File: src/rtl/ascon_stream_ctrl_if.sv
// Stream bundle between the register/OBI side, ascon_stream_ctrl and ascon_core.
// The slave modport is the controller's view; master is the view of its surroundings.
interface ascon_stream_ctrl_if #(
  parameter int unsigned CCW = 64
);
  logic [31:0]      word_i;
  logic             word_valid_i;
  logic             word_ready_o;
  logic [1:0]       word_type_i;
  logic [2:0]       word_bytes_i;
  logic             word_last_i;
  logic             word_eoi_i;

  logic [CCW-1:0]   bdi_o;
  logic [CCW/8-1:0] bdi_valid_o;
  logic             bdi_ready_i;
  logic [1:0]       bdi_type_o;
  logic             bdi_eot_o;
  logic             bdi_eoi_o;

  logic [CCW-1:0]   bdo_i;
  logic [CCW/8-1:0] bdo_keep_i;
  logic             bdo_valid_i;
  logic             bdo_ready_o;
  logic             bdo_eot_i;

  logic [31:0]      out_word_o;
  logic             out_valid_o;
  logic             out_ready_i;
  logic             out_last_o;

  modport slave (
    input  word_i, word_valid_i, word_type_i, word_bytes_i, word_last_i, word_eoi_i,
    output word_ready_o,
    output bdi_o, bdi_valid_o, bdi_type_o, bdi_eot_o, bdi_eoi_o,
    input  bdi_ready_i,
    input  bdo_i, bdo_keep_i, bdo_valid_i, bdo_eot_i,
    output bdo_ready_o,
    output out_word_o, out_valid_o, out_last_o,
    input  out_ready_i
  );

  modport master (
    output word_i, word_valid_i, word_type_i, word_bytes_i, word_last_i, word_eoi_i,
    input  word_ready_o,
    input  bdi_o, bdi_valid_o, bdi_type_o, bdi_eot_o, bdi_eoi_o,
    output bdi_ready_i,
    output bdo_i, bdo_keep_i, bdo_valid_i, bdo_eot_i,
    input  bdo_ready_o,
    input  out_word_o, out_valid_o, out_last_o,
    output out_ready_i
  );
endinterface

File: src/rtl/ascon_stream_ctrl.sv
// 32-bit word <-> CCW-bit block bridge for ascon_core: packs typed input words into
// masked core blocks, unpacks core output blocks into words, and sequences the operation.
module ascon_stream_ctrl #(
  parameter int unsigned CCW = 64
) (
  input  logic               clk_i,
  input  logic               rst_ni,
  input  logic               start_i,
  input  logic               abort_i,
  ascon_stream_ctrl_if.slave bus,
  input  logic               core_done_i,
  input  logic               core_auth_i,
  output logic               busy_o,
  output logic               done_o,
  output logic               auth_o
);

  localparam int unsigned WPB = CCW / 32;
  localparam int unsigned NB  = CCW / 8;
  localparam int unsigned KW  = (WPB > 1) ? $clog2(WPB) : 1;

  typedef enum logic [1:0] {D_AD = 2'd0, D_MSG = 2'd1, D_TAG = 2'd2} e_data_type;
  typedef enum logic [1:0] {S_IDLE, S_RUN, S_DRAIN, S_DONE} e_state;

  e_state state_q, state_d;
  logic   done_seen_q;
  logic   auth_q;

  // pack path state
  logic [CCW-1:0] pk_data_q;
  logic [NB-1:0]  pk_mask_q;
  e_data_type     pk_type_q;
  logic           pk_eot_q;
  logic           pk_eoi_q;
  logic [KW-1:0]  pk_k_q;
  logic           blk_pend_q;

  // unpack path state
  logic [CCW-1:0] ub_data_q;
  logic [WPB-1:0] ub_pend_q;
  logic           ub_eot_q;

  logic           word_acc, word_drop, last_lane, pend_take;
  logic [3:0]     byte_en;
  logic [31:0]    word_m;
  logic [WPB-1:0] lane_has;
  logic [KW-1:0]  cur_lane;
  logic           lane_found;
  logic           capture, advance, unp_empty, active;

  assign active    = (state_q == S_RUN) || (state_q == S_DRAIN);
  assign word_acc  = bus.word_valid_i & bus.word_ready_o;
  assign word_drop = (bus.word_type_i == 2'd3);
  assign last_lane = (pk_k_q == KW'(WPB - 1));
  assign pend_take = blk_pend_q & bus.bdi_ready_i;

  // Byte count only matters on the last word of a type; out-of-range counts mean a full word.
  always_comb begin
    byte_en = 4'hF;
    word_m  = '0;
    if (bus.word_last_i) begin
      case (bus.word_bytes_i)
        3'd1:    byte_en = 4'h1;
        3'd2:    byte_en = 4'h3;
        3'd3:    byte_en = 4'h7;
        default: byte_en = 4'hF;
      endcase
    end
    for (int unsigned j = 0; j < 4; j++) begin
      word_m[8*j +: 8] = byte_en[j] ? bus.word_i[8*j +: 8] : 8'h00;
    end
  end

  always_ff @(posedge clk_i or negedge rst_ni) begin
    if (!rst_ni) begin
      pk_data_q  <= '0;
      pk_mask_q  <= '0;
      pk_type_q  <= D_AD;
      pk_eot_q   <= 1'b0;
      pk_eoi_q   <= 1'b0;
      pk_k_q     <= '0;
      blk_pend_q <= 1'b0;
    end else if (abort_i) begin
      pk_data_q  <= '0;
      pk_mask_q  <= '0;
      pk_type_q  <= D_AD;
      pk_eot_q   <= 1'b0;
      pk_eoi_q   <= 1'b0;
      pk_k_q     <= '0;
      blk_pend_q <= 1'b0;
    end else if (pend_take) begin
      // Clearing on hand-off keeps unfilled bytes of the next block at zero.
      pk_data_q  <= '0;
      pk_mask_q  <= '0;
      pk_eot_q   <= 1'b0;
      pk_eoi_q   <= 1'b0;
      blk_pend_q <= 1'b0;
    end else if (word_acc && !word_drop) begin
      pk_data_q[32*pk_k_q +: 32] <= word_m;
      pk_mask_q[4*pk_k_q +: 4]   <= byte_en;
      pk_type_q                  <= e_data_type'(bus.word_type_i);
      pk_eot_q                   <= bus.word_last_i;
      pk_eoi_q                   <= bus.word_last_i & bus.word_eoi_i;
      if (bus.word_last_i || last_lane) begin
        blk_pend_q <= 1'b1;
        pk_k_q     <= '0;
      end else begin
        pk_k_q     <= pk_k_q + KW'(1);
      end
    end
  end

  assign bus.word_ready_o = (state_q == S_RUN) & ~blk_pend_q;
  assign bus.bdi_o        = pk_data_q;
  assign bus.bdi_valid_o  = blk_pend_q ? pk_mask_q : '0;
  assign bus.bdi_type_o   = pk_type_q;
  assign bus.bdi_eot_o    = blk_pend_q & pk_eot_q;
  assign bus.bdi_eoi_o    = blk_pend_q & pk_eoi_q;

  // Unpack: pending-lane bitmap, emitted lowest lane first.
  always_comb begin
    lane_has   = '0;
    cur_lane   = '0;
    lane_found = 1'b0;
    for (int unsigned i = 0; i < WPB; i++) begin
      lane_has[i] = |bus.bdo_keep_i[4*i +: 4];
      if (ub_pend_q[i] && !lane_found) begin
        cur_lane   = KW'(i);
        lane_found = 1'b1;
      end
    end
  end

  assign unp_empty = (ub_pend_q == '0);
  assign capture   = bus.bdo_valid_i & bus.bdo_ready_o;
  assign advance   = bus.out_valid_o & bus.out_ready_i;

  always_ff @(posedge clk_i or negedge rst_ni) begin
    if (!rst_ni) begin
      ub_data_q <= '0;
      ub_pend_q <= '0;
      ub_eot_q  <= 1'b0;
    end else if (abort_i) begin
      ub_data_q <= '0;
      ub_pend_q <= '0;
      ub_eot_q  <= 1'b0;
    end else if (capture) begin
      ub_data_q <= bus.bdo_i;
      ub_pend_q <= lane_has;
      ub_eot_q  <= bus.bdo_eot_i;
    end else if (advance) begin
      ub_pend_q <= ub_pend_q & (ub_pend_q - WPB'(1));
    end
  end

  assign bus.bdo_ready_o = active & unp_empty;
  assign bus.out_valid_o = ~unp_empty;
  assign bus.out_word_o  = ub_data_q[32*cur_lane +: 32];
  assign bus.out_last_o  = ub_eot_q & ~unp_empty & ((ub_pend_q & (ub_pend_q - WPB'(1))) == '0);

  always_comb begin
    state_d = state_q;
    case (state_q)
      S_IDLE:  if (start_i) state_d = S_RUN;
      S_RUN:   if (pend_take && pk_eoi_q) state_d = S_DRAIN;
      S_DRAIN: if (unp_empty && (done_seen_q || core_done_i)) state_d = S_DONE;
      S_DONE:  state_d = S_IDLE;
      default: state_d = S_IDLE;
    endcase
    if (abort_i) state_d = S_IDLE;
  end

  always_ff @(posedge clk_i or negedge rst_ni) begin
    if (!rst_ni) begin
      state_q     <= S_IDLE;
      done_seen_q <= 1'b0;
      auth_q      <= 1'b0;
    end else begin
      state_q <= state_d;
      if (abort_i || state_q == S_IDLE || state_q == S_DONE) begin
        done_seen_q <= 1'b0;
      end else if (core_done_i) begin
        done_seen_q <= 1'b1;
      end
      if (abort_i || (state_q == S_IDLE && start_i)) begin
        auth_q <= 1'b0;
      end else if (core_done_i && active) begin
        auth_q <= core_auth_i;
      end
    end
  end

  assign busy_o = (state_q != S_IDLE);
  assign done_o = (state_q == S_DONE);
  assign auth_o = auth_q;

endmodule

File: src/flat_wrapper.sv
// flat-port wrapper written by rule: the top's interface ports become plain ports
module ascon_stream_ctrl_flat 
#(
  parameter int unsigned CCW = 64
)
  (clk_i, rst_ni, start_i, abort_i, core_done_i, core_auth_i, busy_o, done_o, auth_o, bus_word_i, bus_word_valid_i, bus_word_type_i, bus_word_bytes_i, bus_word_last_i, bus_word_eoi_i, bus_word_ready_o, bus_bdi_o, bus_bdi_valid_o, bus_bdi_type_o, bus_bdi_eot_o, bus_bdi_eoi_o, bus_bdi_ready_i, bus_bdo_i, bus_bdo_keep_i, bus_bdo_valid_i, bus_bdo_eot_i, bus_bdo_ready_o, bus_out_word_o, bus_out_valid_o, bus_out_last_o, bus_out_ready_i);
  ascon_stream_ctrl_if #(.CCW(CCW)) bus_i ();
  input  logic clk_i;
  input  logic rst_ni;
  input  logic start_i;
  input  logic abort_i;
  input  logic core_done_i;
  input  logic core_auth_i;
  output logic busy_o;
  output logic done_o;
  output logic auth_o;
  input wire logic [$bits(bus_i.word_i)-1:0] bus_word_i;
  input wire logic [$bits(bus_i.word_valid_i)-1:0] bus_word_valid_i;
  input wire logic [$bits(bus_i.word_type_i)-1:0] bus_word_type_i;
  input wire logic [$bits(bus_i.word_bytes_i)-1:0] bus_word_bytes_i;
  input wire logic [$bits(bus_i.word_last_i)-1:0] bus_word_last_i;
  input wire logic [$bits(bus_i.word_eoi_i)-1:0] bus_word_eoi_i;
  output wire logic [$bits(bus_i.word_ready_o)-1:0] bus_word_ready_o;
  output wire logic [$bits(bus_i.bdi_o)-1:0] bus_bdi_o;
  output wire logic [$bits(bus_i.bdi_valid_o)-1:0] bus_bdi_valid_o;
  output wire logic [$bits(bus_i.bdi_type_o)-1:0] bus_bdi_type_o;
  output wire logic [$bits(bus_i.bdi_eot_o)-1:0] bus_bdi_eot_o;
  output wire logic [$bits(bus_i.bdi_eoi_o)-1:0] bus_bdi_eoi_o;
  input wire logic [$bits(bus_i.bdi_ready_i)-1:0] bus_bdi_ready_i;
  input wire logic [$bits(bus_i.bdo_i)-1:0] bus_bdo_i;
  input wire logic [$bits(bus_i.bdo_keep_i)-1:0] bus_bdo_keep_i;
  input wire logic [$bits(bus_i.bdo_valid_i)-1:0] bus_bdo_valid_i;
  input wire logic [$bits(bus_i.bdo_eot_i)-1:0] bus_bdo_eot_i;
  output wire logic [$bits(bus_i.bdo_ready_o)-1:0] bus_bdo_ready_o;
  output wire logic [$bits(bus_i.out_word_o)-1:0] bus_out_word_o;
  output wire logic [$bits(bus_i.out_valid_o)-1:0] bus_out_valid_o;
  output wire logic [$bits(bus_i.out_last_o)-1:0] bus_out_last_o;
  input wire logic [$bits(bus_i.out_ready_i)-1:0] bus_out_ready_i;
  assign bus_i.word_i = bus_word_i;
  assign bus_i.word_valid_i = bus_word_valid_i;
  assign bus_i.word_type_i = bus_word_type_i;
  assign bus_i.word_bytes_i = bus_word_bytes_i;
  assign bus_i.word_last_i = bus_word_last_i;
  assign bus_i.word_eoi_i = bus_word_eoi_i;
  assign bus_word_ready_o = bus_i.word_ready_o;
  assign bus_bdi_o = bus_i.bdi_o;
  assign bus_bdi_valid_o = bus_i.bdi_valid_o;
  assign bus_bdi_type_o = bus_i.bdi_type_o;
  assign bus_bdi_eot_o = bus_i.bdi_eot_o;
  assign bus_bdi_eoi_o = bus_i.bdi_eoi_o;
  assign bus_i.bdi_ready_i = bus_bdi_ready_i;
  assign bus_i.bdo_i = bus_bdo_i;
  assign bus_i.bdo_keep_i = bus_bdo_keep_i;
  assign bus_i.bdo_valid_i = bus_bdo_valid_i;
  assign bus_i.bdo_eot_i = bus_bdo_eot_i;
  assign bus_bdo_ready_o = bus_i.bdo_ready_o;
  assign bus_out_word_o = bus_i.out_word_o;
  assign bus_out_valid_o = bus_i.out_valid_o;
  assign bus_out_last_o = bus_i.out_last_o;
  assign bus_i.out_ready_i = bus_out_ready_i;
  ascon_stream_ctrl #(.CCW(CCW)) u_core (.clk_i(clk_i), .rst_ni(rst_ni), .start_i(start_i), .abort_i(abort_i), .bus(bus_i), .core_done_i(core_done_i), .core_auth_i(core_auth_i), .busy_o(busy_o), .done_o(done_o), .auth_o(auth_o));
endmodule
File: config.mk
export PLATFORM = sky130hd
export DESIGN_NAME = ascon_stream_ctrl_flat
export DESIGN_NICKNAME = d
export VERILOG_FILES = /design/src/rtl/ascon_stream_ctrl_if.sv /design/src/rtl/ascon_stream_ctrl.sv /design/src/flat_wrapper.sv
export SDC_FILE = /design/constraint.sdc
export NUM_CORES = 1
export LEC_CHECK = 0
export BUFFER_PORTS_ARGS = -buffer_cell sky130_fd_sc_hd__buf_2
export CAP_MARGIN = 0
export CELL_PAD_IN_SITES_DETAIL_PLACEMENT = 1
export CELL_PAD_IN_SITES_GLOBAL_PLACEMENT = 2
export CORE_ASPECT_RATIO = 0.8
export CORE_MARGIN = 2
export CORE_UTILIZATION = 29
export DETAILED_ROUTE_END_ITERATION = 10
export PLACE_DENSITY = 0.88
export SLEW_MARGIN = 20
export SYNTH_ARGS = -nofsm -noshare
export SYNTH_HDL_FRONTEND = slang
export SYNTH_SLANG_ARGS = --single-unit
File: constraint.sdc
create_clock -name clk_i -period 2.5 [get_ports clk_i]
set_input_delay 0.75 -clock clk_i [delete_from_list [all_inputs] [get_ports clk_i]]
set_output_delay 0.75 -clock clk_i [all_outputs]
set_load 0.02 [all_outputs]
==> out/qor.yml, run 1 <==
syn_area_mm2: 0.006548
grt_pass1_wl_um: 33840
ys_seq_area_frac: 0.5695
clock_latency_ns: 0.41
place_congestion: 0.7775
cp_max_fo: 21
dp_slack_ns: 0.2274
synth_simple_gate_area_share: 0.1943
layout-drive-gt1-share: 0.3564
vias: 5731
synth_adder_area_share: 0.007644
final_design_area_no_fill_mm2: 0.008812
start_kind: "flop"
postPlaceCellArea_mm2: 0.008103
dp_hpwl_um: 14880
finalCriticalPeriod_ns: 2.427
p_total_uw: 8232
drt_iter0_drc: 248
cts_hold_buf: 0
slew_viol_final: 0
cts_buffers: 17
route.final.wire_length_um: 21230
nNetsFinal: 1039
yosys-mux-area-fraction: 0.06134
cts.sinks: 149
grt_pass1_vias: 6021
wl_per_cell_um: 17.19
fin_ws_ns: 0.07264
ff2ff_path_depth: 6
syn_inst: 690
synth_edf_count: 0
fin_crit_sh: 0.9709
fin_util: 0.3949
grt_usage: 0.1804
fin_skew_ns: 0.01097
worstMarginPinSlew_ns: 0.8391
pwr_density_cell_mw_per_mm2: 934.2
yosys_most_used_dff: "dfrtp_1"
antenna_found_initial: 3
r2r-start: "u_core.state_q[0]"
path_clk_slew_ns: 0.07
grt_max_degree: 74
dieHeight_um: 138.4
setup_viol: 0
ant_nets: 0
syn_to_final_growth_pct: 34.59
ys_types: 34
portBuffers: 236
crit_path_end_kind: "output pin"
rrSetupSlack_ns: 0.55
rsz0062_at_grt: "false"
initial_utilization: 0.2934
max_cap_violations: 0
p_leak_uw: 0.004420
critical_path_arrival_ns: 1.68
synthArstFlopShare: 1.000
synthXorXnorAreaFrac: 0.001338
drt_first_pass_iters: 4
cts_tree: "yes"
grt_remaining_overflow: 0
num_rows: 49
cts_root_buf: "clkbuf_16"
synth-seq-cells: 149
io_pins: 237
die_x_um: 172.0
critPathRequiredTime_ns: 1.75
maxSlewHeadroom: 0.4406
synth_top_family_by_area: "simple AND/OR/NAND/NOR gates"
r2r_end: "u_core.ub_data_q[13]"
clockBufferDepth: 2
status: "completed"
fmax_mhz: 412.0
yosysWarnings: 0
drc: 0
core-area_mm2: 0.02232
hold_class: "in -> async"
synth.avg_cell_area_um2: 9.489
die_area_mm2: 0.02380
vias_per_cell: 4.640
synth_nets: 816
synth-compound-area-share: 0.1225
htreeDepth: 4
peakVddDrop_uv: 272.7
crit_type: "reg -> out"
hold_violations: 0
-- critical path: stages, from the launching register on --
cell	delay (ns)
dfrtp_1	0.38
nand2b_2	0.18
buf_12	0.18
mux2_2	0.35
buf_2	0.16
-- registers in the layout, summed over array words and instances (netlist names) --
signal                 count
u_core.auth_o              1
u_core.blk_pend_q          1
u_core.bus.bdi_o          64
u_core.bus.bdi_type_o      2
u_core.done_seen_q         1
u_core.last_lane           1
u_core.pk_eoi_q            1
u_core.pk_eot_q            1
u_core.pk_mask_q           8
u_core.state_q             2
u_core.ub_data_q          64
u_core.ub_eot_q            1
u_core.ub_pend_q           2
-- logic make-up (layout without fill, tap and decap cells) --
logic type / count (synthesis) / count (layout)
other cells: 0 / 3
mux: 36 / 36
buf+inv: 60 / 296
xor+xnor: 1 / 1
compound gates: 152 / 152
simple gates: 288 / 288
flops: 149 / 149
fa+ha+maj: 4 / 4
-- synth_stat cells (all sizes together) (2+ instances only) --
| library cell | number | area share |
|---|---|---|
| mux2i | 3 | 0.0046 |
| inv | 8 | 0.0046 |
| a21oi | 73 | 0.057 |
| nand3 | 76 | 0.058 |
| nor2 | 11 | 0.0063 |
| clkbuf | 27 | 0.015 |
| ha | 4 | 0.0076 |
| and2 | 12 | 0.011 |
| o21ai | 72 | 0.055 |
| nand2 | 166 | 0.095 |
| buf | 25 | 0.023 |
| nor2b | 2 | 0.0023 |
| mux2 | 33 | 0.057 |
| and3 | 2 | 0.0019 |
| nand2b | 15 | 0.014 |
| dfrtp | 149 | 0.57 |
| o41ai | 2 | 0.0027 |
-- through the flow --
stage	instances	setup TNS (ns)	hold slack [ns]
final	1235	0	0.2427
after global routing	1235	0	0.2393
after CTS	1231	-0.002133	0.2364
after detailed placement	1199	0	0.4691
after global placement	1199	0	0.4749
after floorplan	690	0	0.4424
-- layout make-up --
class                      instances  area, um2
clock inverter                    13      219.0
fill                            2675      13500
tap                              306      382.9
sequential                       149       3729
antenna                            3      7.507
timing repair buffer             256       1435
inverter                           8      30.03
multi-input combinational        481       2556
clock buffer                      19      452.9
-- routing by layer --
layer,part of all wire,track usage
met5,0,0
met4,0.0081,0.04423
met3,0.033,0.03579
met2,0.50,0.3018
met1,0.45,0.2398
-- power breakdown --
group          leakage (uW)  internal, uW  switching (uW)
Combinational       0.00204           859            1460
Sequential          0.00206          2750             221
Clock              0.000319          1850            1090
-- how the worst max path moves through the flow --
| stage | cells past startpoint | slack (ns) | startpoint | endpoint |
|---|---|---|---|---|
| after floorplan | 4 | 0.39 | u_core.ub_pend_q[0] | bus_out_last_o |
| after global placement | 5 | 0.38 | bus_word_last_i | u_core.bus.bdi_o[44] |
| after detailed placement | 5 | 0.23 | bus_word_last_i | u_core.bus.bdi_o[48] |
| after CTS | 4 | -0.002 | u_core.ub_pend_q[0] | bus_out_word_o[5] |
| after global routing | 4 | 0.004 | u_core.ub_pend_q[0] | bus_out_word_o[24] |
| final | 4 | 0.07 | u_core.ub_pend_q[0] | bus_out_word_o[24] |
-- what timing repair did --
action,in CTS,in global routing
endpoints found under the setup margin,20,33
setup buffers,0,1
gates resized for setup,1,5
-- cells in the final DEF, fill, tap and decap left out, types with 2 or more instances in the layout --
cell	count
buf_2	234
nand2_1	165
dfrtp_1	149
nand3_1	75
a21oi_1	71
o21ai_1	40
mux2_2	32
o21ai_0	32
clkbuf_16	17
nand2b_1	14
buf_4	13
and2_1	12
nor2_1	11
inv_1	8
buf_12	7
bufinv_16	5
diode_2	3
mux2i_1	3
ha_1	3
inv_6	3
clkinvlp_4	3
o41ai_1	2
clkbuf_8	2
No activity file was read; power rests on OpenSTA's default activity.
==> run 2: changes to the inputs <==
--- a/config.mk
+++ b/config.mk
@@ -5,15 +5,16 @@
 export SDC_FILE = /design/constraint.sdc
 export NUM_CORES = 1
 export LEC_CHECK = 0
-export BUFFER_PORTS_ARGS = -buffer_cell sky130_fd_sc_hd__buf_2
 export CAP_MARGIN = 0
 export CELL_PAD_IN_SITES_DETAIL_PLACEMENT = 1
 export CELL_PAD_IN_SITES_GLOBAL_PLACEMENT = 2
 export CORE_ASPECT_RATIO = 0.8
 export CORE_MARGIN = 2
-export CORE_UTILIZATION = 29
+export CORE_UTILIZATION = 37
 export DETAILED_ROUTE_END_ITERATION = 10
-export PLACE_DENSITY = 0.88
+export DONT_BUFFER_PORTS = 1
+export PLACE_DENSITY = 0.87
+export RECOVER_POWER = 25
 export SLEW_MARGIN = 20
 export SYNTH_ARGS = -nofsm -noshare
 export SYNTH_HDL_FRONTEND = slang
==> out/qor.yml, run 2 (synthesis results as in run 1) <==
route.final.wire_length_um: 18070  # -15%
rsz0062_at_grt: "true"
grt_pass1_vias: 5283  # -12%
place_inst: 875  # -27%
fin_skew_ns: 0.009020  # -0.001946 ns
cts.sinks: 149  # unchanged
drc: 0  # unchanged
core-area_mm2: 0.01732  # -22%
final_common_cell: "nand2_1"
critical_path_arrival_ns: 1.68  # about the same
clock_latency_ns: 0.42  # about the same
p_int_uw: 4643  # -15%
cts_root_buf: "clkbuf_16"
max_cap_violations: 0  # unchanged
place_congestion: 0.8168  # +5.1%
cp-startpoint: "u_core.ub_pend_q[0]"
dieHeight_um: 123.0  # -11%
grt_usage: 0.1904  # +0.01006
critPathRequiredTime_ns: 1.75  # about the same
rrSetupSlack_ns: 0.50  # -0.05 ns
num_rows: 43  # -12%
cts_buffers: 17  # unchanged
die_x_um: 152.7  # -11%
seq_power_share: 0.423  # +0.062
htreeDepth: 4  # unchanged
grt_max_degree: 138  # +86%
ant_nets: 0  # unchanged
crit_path_end_kind: "output pin"
fin_ws_ns: 0.06972  # -0.002917 ns
critical_path.cell_chain: "nand2b_1 -> buf_6 -> a21boi_1 -> buf_4"
ff2ff_path_depth: 6  # unchanged
worstMarginPinSlew_ns: 0.7409  # -0.09825 ns
final_cells: 908  # -26%
r2r_end: "u_core.last_lane"
p_leak_uw: 0.003209  # -27%
r2r-start: "u_core.state_q[1]"
layout-drive-gt1-share: 0.1230  # -0.2334
io_pins: 237  # unchanged
wl_per_cell_um: 19.90  # +16%
grt_pass1_wl_um: 28180  # -17%
ff_latch_area_mm2: 0.003729  # unchanged
hold_class: "in -> async"
slew_viol_final: 0  # unchanged
critPathTopFamily: "flip-flops"
portBuffers: 0  # -100%
pwr-share-comb: 0.242  # -0.040
grt_remaining_overflow: 0  # unchanged
cts_tree: "yes"
antenna_found_initial: 0  # -3
initial_utilization: 0.3779  # +0.08455
pwr-share-clk: 0.335  # -0.022
p_total_uw: 7269  # -12%
vias: 4938  # -14%
crit_type: "reg -> out"
maxSlewHeadroom: 0.5061  # +0.06550
crit_path_top_delay_cell: "dfrtp_1"
finalCriticalPeriod_ns: 2.430  # +0.002917 ns
clockBufferDepth: 2  # unchanged
path_clk_slew_ns: 0.07  # about the same
dp_hpwl_um: 12550  # -16%
worst-path-buf-inv: 2  # unchanged
cp_max_fo: 16  # -24%
sw_frac_of_total: 0.3612  # +0.02437
start_kind: "flop"
status: "completed"
switchingPower_uw: 2625  # -5.3%
fmax_mhz: 411.5  # -0.12%
layout_common_cells: "nand2_1, dfrtp_1, nand3_1"
pwr_density_cell_mw_per_mm2: 995.8  # +6.6%
nNetsFinal: 796  # -23%
hold_violations: 0  # unchanged
num_antenna_cells: 0  # -3
drt_first_pass_iters: 4  # unchanged
peakVddDrop_uv: 411.8  # +51%
fillers: 1976  # -26%
drt_iter0_drc: 226  # -8.9%
dp_slack_ns: 0.4353  # +0.2079 ns
fin_crit_sh: 0.9721  # +0.001167
die_area_mm2: 0.01878  # -21%
vias_per_cell: 5.438  # +17%
cpPeakStageDelay_ns: 0.41  # +0.03 ns
multiInputGateArea_mm2: 0.002551  # -0.20%
setup_viol: 0  # unchanged
syn_to_final_growth_pct: 11.48
finalSetupTns_ns: 0  # unchanged
fin_util: 0.4213  # +0.02647
==> run 2: per-stage QoR <==
step / hold slack, ns / instance area, um2
after CTS: 0.004035 / 7292
final: 0.03135 / 7300
after global routing: 0.005935 / 7300
after floorplan: 0.4424 / 6548
after global placement: 0.4577 / 6719
after detailed placement: 0.4594 / 6719
==> run 2: how the worst max path moves through the flow <==
stage,cells past startpoint,to,slack (ns)
floorplan,4,bus_out_last_o,0.39
global placement,4,bus_out_last_o,0.54
detailed placement,4,bus_out_last_o,0.44
CTS,3,bus_out_word_o[1],0.03
global route,3,bus_out_word_o[1],-0.01
finish,4,bus_out_last_o,0.07
==> run 2: routing by layer <==
| layer | track usage | up-vias | wire length, um |
|---|---|---|---|
| li1 | - | 2283 | - |
| met1 | 0.2269 | 2462 | 7283 |
| met2 | 0.3117 | 157 | 8884 |
| met3 | 0.07045 | 36 | 1389 |
| met4 | 0.08681 | 0 | 516 |
| met5 | 0 | - | 0 |
==> run 2: final cells by class <==
class,instances,share of cell area
clock buffers,17,0.05828
inverters,8,0.004114
flip-flops and latches,149,0.5108
repair buffers,13,0.01988
multi-input cells,481,0.3495
well taps,225,0.03857
clock inverters,15,0.01885
==> run 2: worst reg2reg max path, cell delays in order (launching register included) <==
cell,delay [ns]
dfrtp_1,0.42
inv_1,0.10
ha_1,0.22
nor2b_2,0.35
and3_1,0.49
mux2i_1,0.25
nor2_1,0.06
==> run 2: power by group through the flow <==
stage	registers, uW	logic, uW	clock network, uW
2_1_floorplan	3010	1490	0
3_3_place_gp	3090	1680	0
3_5_place_dp	3120	1770	0
4_1_cts	3080	1780	2510
5_1_grt	3120	1940	2600
6_report	3070	1760	2440
==> run 2: what timing repair did <==
| action | in CTS | in global routing |
|---|---|---|
| endpoints found under the setup margin | 1 | 18 |
| resized for setup | 1 | 2 |
| hold buffers | 1 | 0 |
| buffers inserted | 0 | 0 |
| hold endpoints to repair | 13 | 0 |
